### src/rtl/bus_arbiter.sv
//==============================================================================
// Module      : bus_arbiter
// Description : Shares one single-port memory bus between instruction fetch
//               (IF) and load/store (MEM). Data side has priority; a
//               starvation counter forces fetch in after STARVE_MAX
//               consecutive data grants while fetch waits.
//               Optional macro ARB_TIMEOUT_EN adds a bus-ack timeout that
//               pulses bus_err_o and completes the transfer with zero data.
// Revision    : 1.0 - initial release
//==============================================================================
`default_nettype none

module bus_arbiter #(
    parameter int ADDR_W         = 32,
    parameter int DATA_W         = 32,
    parameter int STARVE_MAX     = 3,
    parameter int TIMEOUT_CYCLES = 255
) (
    input  logic              clk,
    input  logic              rst,
    // instruction fetch side
    input  logic              if_req_i,
    input  logic [ADDR_W-1:0] if_addr_i,
    output logic [DATA_W-1:0] if_rdata_o,
    output logic              if_ack_o,
    output logic              stallreq_from_if_o,
    input  logic              flush_i,
    // load/store side
    input  logic              mem_req_i,
    input  logic              mem_we_i,
    input  logic [ADDR_W-1:0] mem_addr_i,
    input  logic [3:0]        mem_sel_i,
    input  logic [DATA_W-1:0] mem_wdata_i,
    output logic [DATA_W-1:0] mem_rdata_o,
    output logic              mem_ack_o,
    output logic              stallreq_from_mem_o,
    // SoC bus side
    output logic              bus_req_o,
    output logic              bus_we_o,
    output logic [ADDR_W-1:0] bus_addr_o,
    output logic [3:0]        bus_sel_o,
    output logic [DATA_W-1:0] bus_wdata_o,
    input  logic [DATA_W-1:0] bus_rdata_i,
    input  logic              bus_ack_i,
    output logic              bus_err_o
);

    typedef enum logic [2:0] {
        S_IDLE   = 3'd0,
        S_BUSY_I = 3'd1,
        S_BUSY_D = 3'd2,
        S_DONE_I = 3'd3,
        S_DONE_D = 3'd4
    } state_t;

    localparam logic [3:0] STARVE_LIM = 4'(STARVE_MAX);

    state_t              state;
    logic [3:0]          starve_cnt;
    logic                drop;
    logic                mem_wins;
    logic                xfer_done;
    logic [DATA_W-1:0]   xfer_data;

    // Data wins unless fetch has already waited out STARVE_MAX data grants
    assign mem_wins = mem_req_i && !(if_req_i && (starve_cnt == STARVE_LIM));

    // Stall requests are gated by reset so ctrl never sees them during reset
    assign stallreq_from_if_o  = if_req_i  & ~if_ack_o  & ~rst;
    assign stallreq_from_mem_o = mem_req_i & ~mem_ack_o & ~rst;

`ifdef ARB_TIMEOUT_EN
    localparam int                TMO_W    = $clog2(TIMEOUT_CYCLES + 1);
    localparam logic [TMO_W-1:0]  TMO_LAST = TMO_W'(TIMEOUT_CYCLES - 1);

    logic [TMO_W-1:0] tcnt;
    logic             timed_out;

    // A timed-out cycle completes on its own with zero data; late acks ignored
    assign xfer_done = timed_out | bus_ack_i;
    assign xfer_data = timed_out ? '0 : bus_rdata_i;
`else
    logic [31:0] unused_timeout;

    assign unused_timeout = 32'(TIMEOUT_CYCLES);
    assign xfer_done      = bus_ack_i;
    assign xfer_data      = bus_rdata_i;
    assign bus_err_o      = 1'b0;
`endif

    // Arbitration FSM with registered bus and completion outputs
    always_ff @(posedge clk or posedge rst) begin
        if (rst) begin
            state       <= S_IDLE;
            starve_cnt  <= '0;
            drop        <= 1'b0;
            if_ack_o    <= 1'b0;
            mem_ack_o   <= 1'b0;
            if_rdata_o  <= '0;
            mem_rdata_o <= '0;
            bus_req_o   <= 1'b0;
            bus_we_o    <= 1'b0;
            bus_addr_o  <= '0;
            bus_sel_o   <= '0;
            bus_wdata_o <= '0;
`ifdef ARB_TIMEOUT_EN
            tcnt        <= '0;
            timed_out   <= 1'b0;
            bus_err_o   <= 1'b0;
`endif
        end else begin
            if_ack_o  <= 1'b0;
            mem_ack_o <= 1'b0;
`ifdef ARB_TIMEOUT_EN
            bus_err_o <= 1'b0;
`endif
            case (state)
                S_IDLE: begin
                    // Count data grants only while fetch is actually waiting
                    if (!if_req_i) begin
                        starve_cnt <= '0;
                    end else if (mem_wins) begin
                        if (starve_cnt != STARVE_LIM) starve_cnt <= starve_cnt + 4'd1;
                    end else begin
                        starve_cnt <= '0;
                    end

                    if (mem_wins) begin
                        state       <= S_BUSY_D;
                        bus_req_o   <= 1'b1;
                        bus_we_o    <= mem_we_i;
                        bus_addr_o  <= mem_addr_i;
                        bus_sel_o   <= mem_sel_i;
                        bus_wdata_o <= mem_wdata_i;
                    end else if (if_req_i) begin
                        state       <= S_BUSY_I;
                        bus_req_o   <= 1'b1;
                        bus_we_o    <= 1'b0;
                        bus_addr_o  <= if_addr_i;
                        bus_sel_o   <= 4'hF;
                        bus_wdata_o <= '0;
                    end
`ifdef ARB_TIMEOUT_EN
                    tcnt      <= '0;
                    timed_out <= 1'b0;
`endif
                end

                S_BUSY_I, S_BUSY_D: begin
                    // A flushed fetch still finishes on the bus but is not delivered
                    if ((state == S_BUSY_I) && flush_i) drop <= 1'b1;

                    if (xfer_done) begin
                        bus_req_o <= 1'b0;
                        if (state == S_BUSY_I) begin
                            if_rdata_o <= xfer_data;
                            if_ack_o   <= !(drop || flush_i);
                            state      <= S_DONE_I;
                        end else begin
                            mem_rdata_o <= xfer_data;
                            mem_ack_o   <= 1'b1;
                            state       <= S_DONE_D;
                        end
`ifdef ARB_TIMEOUT_EN
                        timed_out <= 1'b0;
                    end else if (tcnt == TMO_LAST) begin
                        bus_req_o <= 1'b0;
                        bus_err_o <= 1'b1;
                        timed_out <= 1'b1;
                    end else begin
                        tcnt <= tcnt + TMO_W'(1);
`endif
                    end
                end

                S_DONE_I: begin
                    drop  <= 1'b0;
                    state <= S_IDLE;
                end

                S_DONE_D: begin
                    state <= S_IDLE;
                end

                default: begin
                    state <= S_IDLE;
                end
            endcase
        end
    end

endmodule

`default_nettype wire

### config.mk
export PLATFORM = sky130hd
export DESIGN_NAME = bus_arbiter
export DESIGN_NICKNAME = d
export VERILOG_FILES = /design/src/rtl/bus_arbiter.sv
export SDC_FILE = /design/constraint.sdc
export NUM_CORES = 1
export LEC_CHECK = 0
export CAP_MARGIN = 20
export CORE_AREA = 4 4 132 134
export DETAILED_ROUTE_END_ITERATION = 6
export DIE_AREA = 0 0 136 138
export PLACE_DENSITY = 0.77
export SYNTH_ARGS = -nofsm -noshare
export SYNTH_HDL_FRONTEND = slang
export SYNTH_SLANG_ARGS = --single-unit
### constraint.sdc
create_clock -name clk -period 4.3 [get_ports clk]
set_clock_uncertainty 0.15 [all_clocks]
set_input_delay 0.43 -clock clk [delete_from_list [all_inputs] [get_ports clk]]
set_output_delay 0.43 -clock clk [all_outputs]
set_load 0.05 [all_outputs]
# Word level (Yosys, flattened, before mapping)
# Cells that the tools add are included.
dict set report classes {
  add_sub_neg 1
  multipliers 0
  n_div 0
  n_lt_le_gt_ge 0
  eq_ne 9
  n_shift 0
  n_mux 28
  bitwise 8
  reduce_logical 18
}
# cell n
set op_table {}
lappend op_table {{2-to-1 mux 32 bit} 4}
lappend op_table {{2-to-1 mux 4 bit} 5}
lappend op_table {{2-to-1 mux 1 bit} 12}
lappend op_table {{2-to-1 mux 3 bit} 4}
lappend op_table {{AND reduction 3 bit} 3}
lappend op_table {{AND reduction 2 bit} 4}
lappend op_table {{== test 3 x 2 -> 1 bit, second input constant} 2}
lappend op_table {{case mux 3 bit (2 select lines)} 1}
lappend op_table {{nonzero test 2 bit} 3}
lappend op_table {{adder 4 x 1 -> 4 bit, second input constant} 1}
lappend op_table {{bitwise AND 1 bit} 4}
lappend op_table {{== test 4 x 2 -> 1 bit, second input constant} 1}
lappend op_table {{!= test 2 bit, second input constant} 2}
lappend op_table {{!= test 4 x 2 -> 1 bit, second input constant} 1}
lappend op_table {{inverter 1 bit} 4}
lappend op_table {{case mux 1 bit (2 select lines)} 2}
lappend op_table {{== test 3 x 1 -> 1 bit, second input constant} 1}
lappend op_table {{logical AND 1 bit} 3}
lappend op_table {{zero test 3 bit} 1}
lappend op_table {{!= test 3 x 2 -> 1 bit, second input constant} 1}
lappend op_table {{!= test 3 bit, second input constant} 1}
lappend op_table {{zero test 1 bit} 2}
lappend op_table {{OR reduction 2 bit} 1}
lappend op_table {{logical OR 1 bit} 1}
dict set report word_totals {
  register_bits 144
  latchBits 0
  mem_bits_rw 0
  romBits 0
  inputBits 139
  out_inout_bits 139
  wordCells 76
  n_memories 0
}

# Logic depth before layout (Yosys ltp)
dict set report logic_depth {
  depth_word 6
  ltp_mapped 6
  mapped_depth_nobuf 4
}

# Worst setup path before layout
# No wires, ideal clock.
dict set report synth_path {
  path_type {input-to-output}
  from {input if_req_i}
  to {output stallreq_from_if_o}
  arrival_time_ps 1816
  required_ps 3720
  setup_slack_ps 1904
  stages 2
  n_path_buf 1
  cell_sequence {clkbuf_1 -> nor3b_1}
}
dict set report synth_via {
  elab_chain_cells 2
}
# element line
set synth_lines {}
lappend synth_lines {{from (decl)} 22} ;# input logic if_req_i,
lappend synth_lines {{bitwise AND 1 bit (2 in a row)} 69} ;# assign stallreq_from_if_o = if_req_i & ~if_ack_o & ~rst;
lappend synth_lines {{to (decl)} 26} ;# output logic stallreq_from_if_o,
# Every way passes these cells.

# Worst setup path in the final report
# Ends and elaborated chain as after synthesis.

==> flow_summary.toml <==
[outcome]
status = "finished, final reports clean"

[die]
die_y_um = 138
coreArea_sq_mm = 0.0163
die_w_um = 136
num_rows = 47
start_util = 0.364
die_area_sq_mm = 0.0188
io_pins = 278

[synthesis]
synth_area_per_cell_sq_um = 13.6
synthArstFlopShare = 1.00
synthesis.area_sq_mm = 0.00593
syn_inst = 436
yosysTopAreaCell = "dfrtp_1"
synth-edff-count = 0
ys_seq_area_frac = 0.608
synth_seq_cells = 144
synthTopCellsByArea = "dfrtp_1 (61%), mux2_2 (12%), a22o_1 (5.0%)"
ys.flop_type = "dfrtp_1"
synth_top_area_frac = 0.608
yosys_warnings = 0
synth_nets = 576
ys_types = 38

[job]
maxCapViolCount = 0

[layout]
finish.utilization = 0.581
stdcell_count = 933
nFillCells = 1328
synthToLayoutAreaGrowth_pct = 59.5
antenna_cells = 0
nNetsFinal = 840
drive_above_1_share = 0.164

[sta]
min_period_ps = 2820
finalWorstSetupSlack_ps = 1480
fin_crit_sh = 0.655
slew_headroom = 0.418
hold_violations = 0
tns_ps = 0
drv_slew = 0
finalSetupViolations = 0
max_freq_mhz = 355
rsz0062_at_grt = "false"
worst_pin_slew_ps = 871

[placed_design]
io_buffers = 276
detailed_place_hpwl_um = 13400
dp_cells = 900
gp_congestion = 0.806
dpl_worst_slack_ps = 1230

[detailed_routing]
routed_wl_um = 18700
drt-initial-drc-count = 215
dr.pass1.iters = 4
wl_per_cell_um = 20.0
drc_errors = 0
vias = 4908
vias_per_cell = 5.26
postRouteAntennaNets = 0

[clocking]
hold_buffers = 0
insertion_delay_ps = 400
cts_resized = 0
clk_pin_slew_ps = 60
postCtsSetupRepairBufs = 0
numCtsBuffers = 17
cts_tree = "yes"
cts.path.max_buffers = 2
root_buffer = "clkbuf_16"
clock_sinks = 144
htree_levels = 4

[critical_path]
critPathKind = "in2out"
crit_fanout = 8
cp.arrival_ps = 2240
end_kind = "output pin"
worstPathRequired_ps = 3720
critPathLaunchType = "input port"

[power]
cellLeakagePower_nw = 3.81
ir_drop_mv = 0.595
power_mw = 8.87
pwr_density_cell_mw_per_mm2 = 938

[global_routing]
grt_pass1_wl_um = 28900
antenna_found_initial = 0
grt_pass1_vias = 5160
grt_max_degree = 61
gr-total-overflow = 0
track_usage = 0.194

[min_path]
hold_class = "reg2reg"
==> report_power, final <==
group | switching [mW] | leakage (nW) | internal, mW
clock | 0.613 | 0.271 | 0.812
sequential | 0.404 | 1.73 | 2.00
combinational | 3.16 | 1.81 | 1.88
==> layout make-up <==
class / count / area [sq um] / area share
flip-flops and latches: 144 / 3600 / 0.381
repair buffers: 288 / 2880 / 0.305
multi-input cells: 246 / 2110 / 0.223
clock inverters: 15 / 149 / 0.0157
well taps: 220 / 275 / 0.0291
inverters: 3 / 15.0 / 0.00159
clock buffers: 17 / 425 / 0.0450
==> cell usage after synthesis (all sizes together) (2+ instances only) <==
cell type	number
nor3b	2
nor4bb	2
mux2	64
nor3	3
a2bb2oi	32
a22o	34
nand3	3
nor2	4
inv	3
nand2	7
o22a	4
o21ai	38
a311oi	32
buf	21
clkbuf	22
dfrtp	144
a21oi	5
==> through the flow <==
| stage | cell area, sq um | hold WS, ps |
|---|---|---|
| global placement | 8870 | 277 |
| detailed placement | 8870 | 278 |
| global route | 9460 | 323 |
| finish | 9460 | 294 |
| CTS | 9440 | 295 |
| floorplan | 5930 | 257 |
==> worst max-delay path, cell delays in order <==
cell and delay [ps]:
clkdlybuf4s50_1 690, nor3b_1 250, clkdlybuf4s50_1 860
==> cells in the final DEF (no fill, tap or decap), types with 3 or more instances in the layout <==
cell	synthesis	routed
nand2_1	7	7
clkdlybuf4s50_1	0	275
clkbuf_16	0	17
buf_4	4	10
a22o_1	34	34
a311oi_1	32	32
clkinvlp_4	0	5
clkinv_4	0	3
dfrtp_1	144	144
mux2_2	64	64
o21ai_0	37	37
a21oi_1	5	5
inv_6	0	4
o22a_1	4	4
nand3_1	3	3
a2bb2oi_1	32	32
==> registers in the layout (all words and copies together) (netlist names), 3 cells and up <==
signal / count
bus_addr_o: 32
bus_wdata_o: 32
if_rdata_o: 32
mem_rdata_o: 32
bus_sel_o: 4
starve_cnt: 4
state: 3
==> metal layers <==
| metal | routed length (um) | part of all wire | track usage | vias to the layer above |
|---|---|---|---|---|
| met4 | 473 | 0.025 | 0.0727 | 0 |
| met5 | 0 | 0 | 0 | - |
| met2 | 8990 | 0.48 | 0.316 | 260 |
| li1 | - | - | - | 2196 |
| met1 | 7140 | 0.38 | 0.231 | 2423 |
| met3 | 2070 | 0.11 | 0.0781 | 29 |
==> final timing paths <==
check	startpoint	endpoint	slack [ps]	cells past startpoint
setup / recovery	if_req_i	stallreq_from_if_o	1480	3
hold / removal	drop	if_ack_o	290	1
setup reg to reg	state[0]	bus_addr_o[22]	1880	4
hold reg to reg	drop	if_ack_o	290	1
max in group asynchronous	rst	bus_addr_o[30]	2810	3
min in group asynchronous	rst	if_ack_o	310	2
==> kinds of logic after synthesis <==
family                     count (synthesis)  share of synthesized area
adders and majority gates                  1                    0.00211
DFF                                      144                      0.608
muxes                                     65                      0.123
AOI/OAI and AO/OA                        148                      0.191
and+or+nand+nor                           31                     0.0346
other                                      1                   0.000633
buffers and inverters                     46                     0.0405
Power figures use the tool's default switching activity.
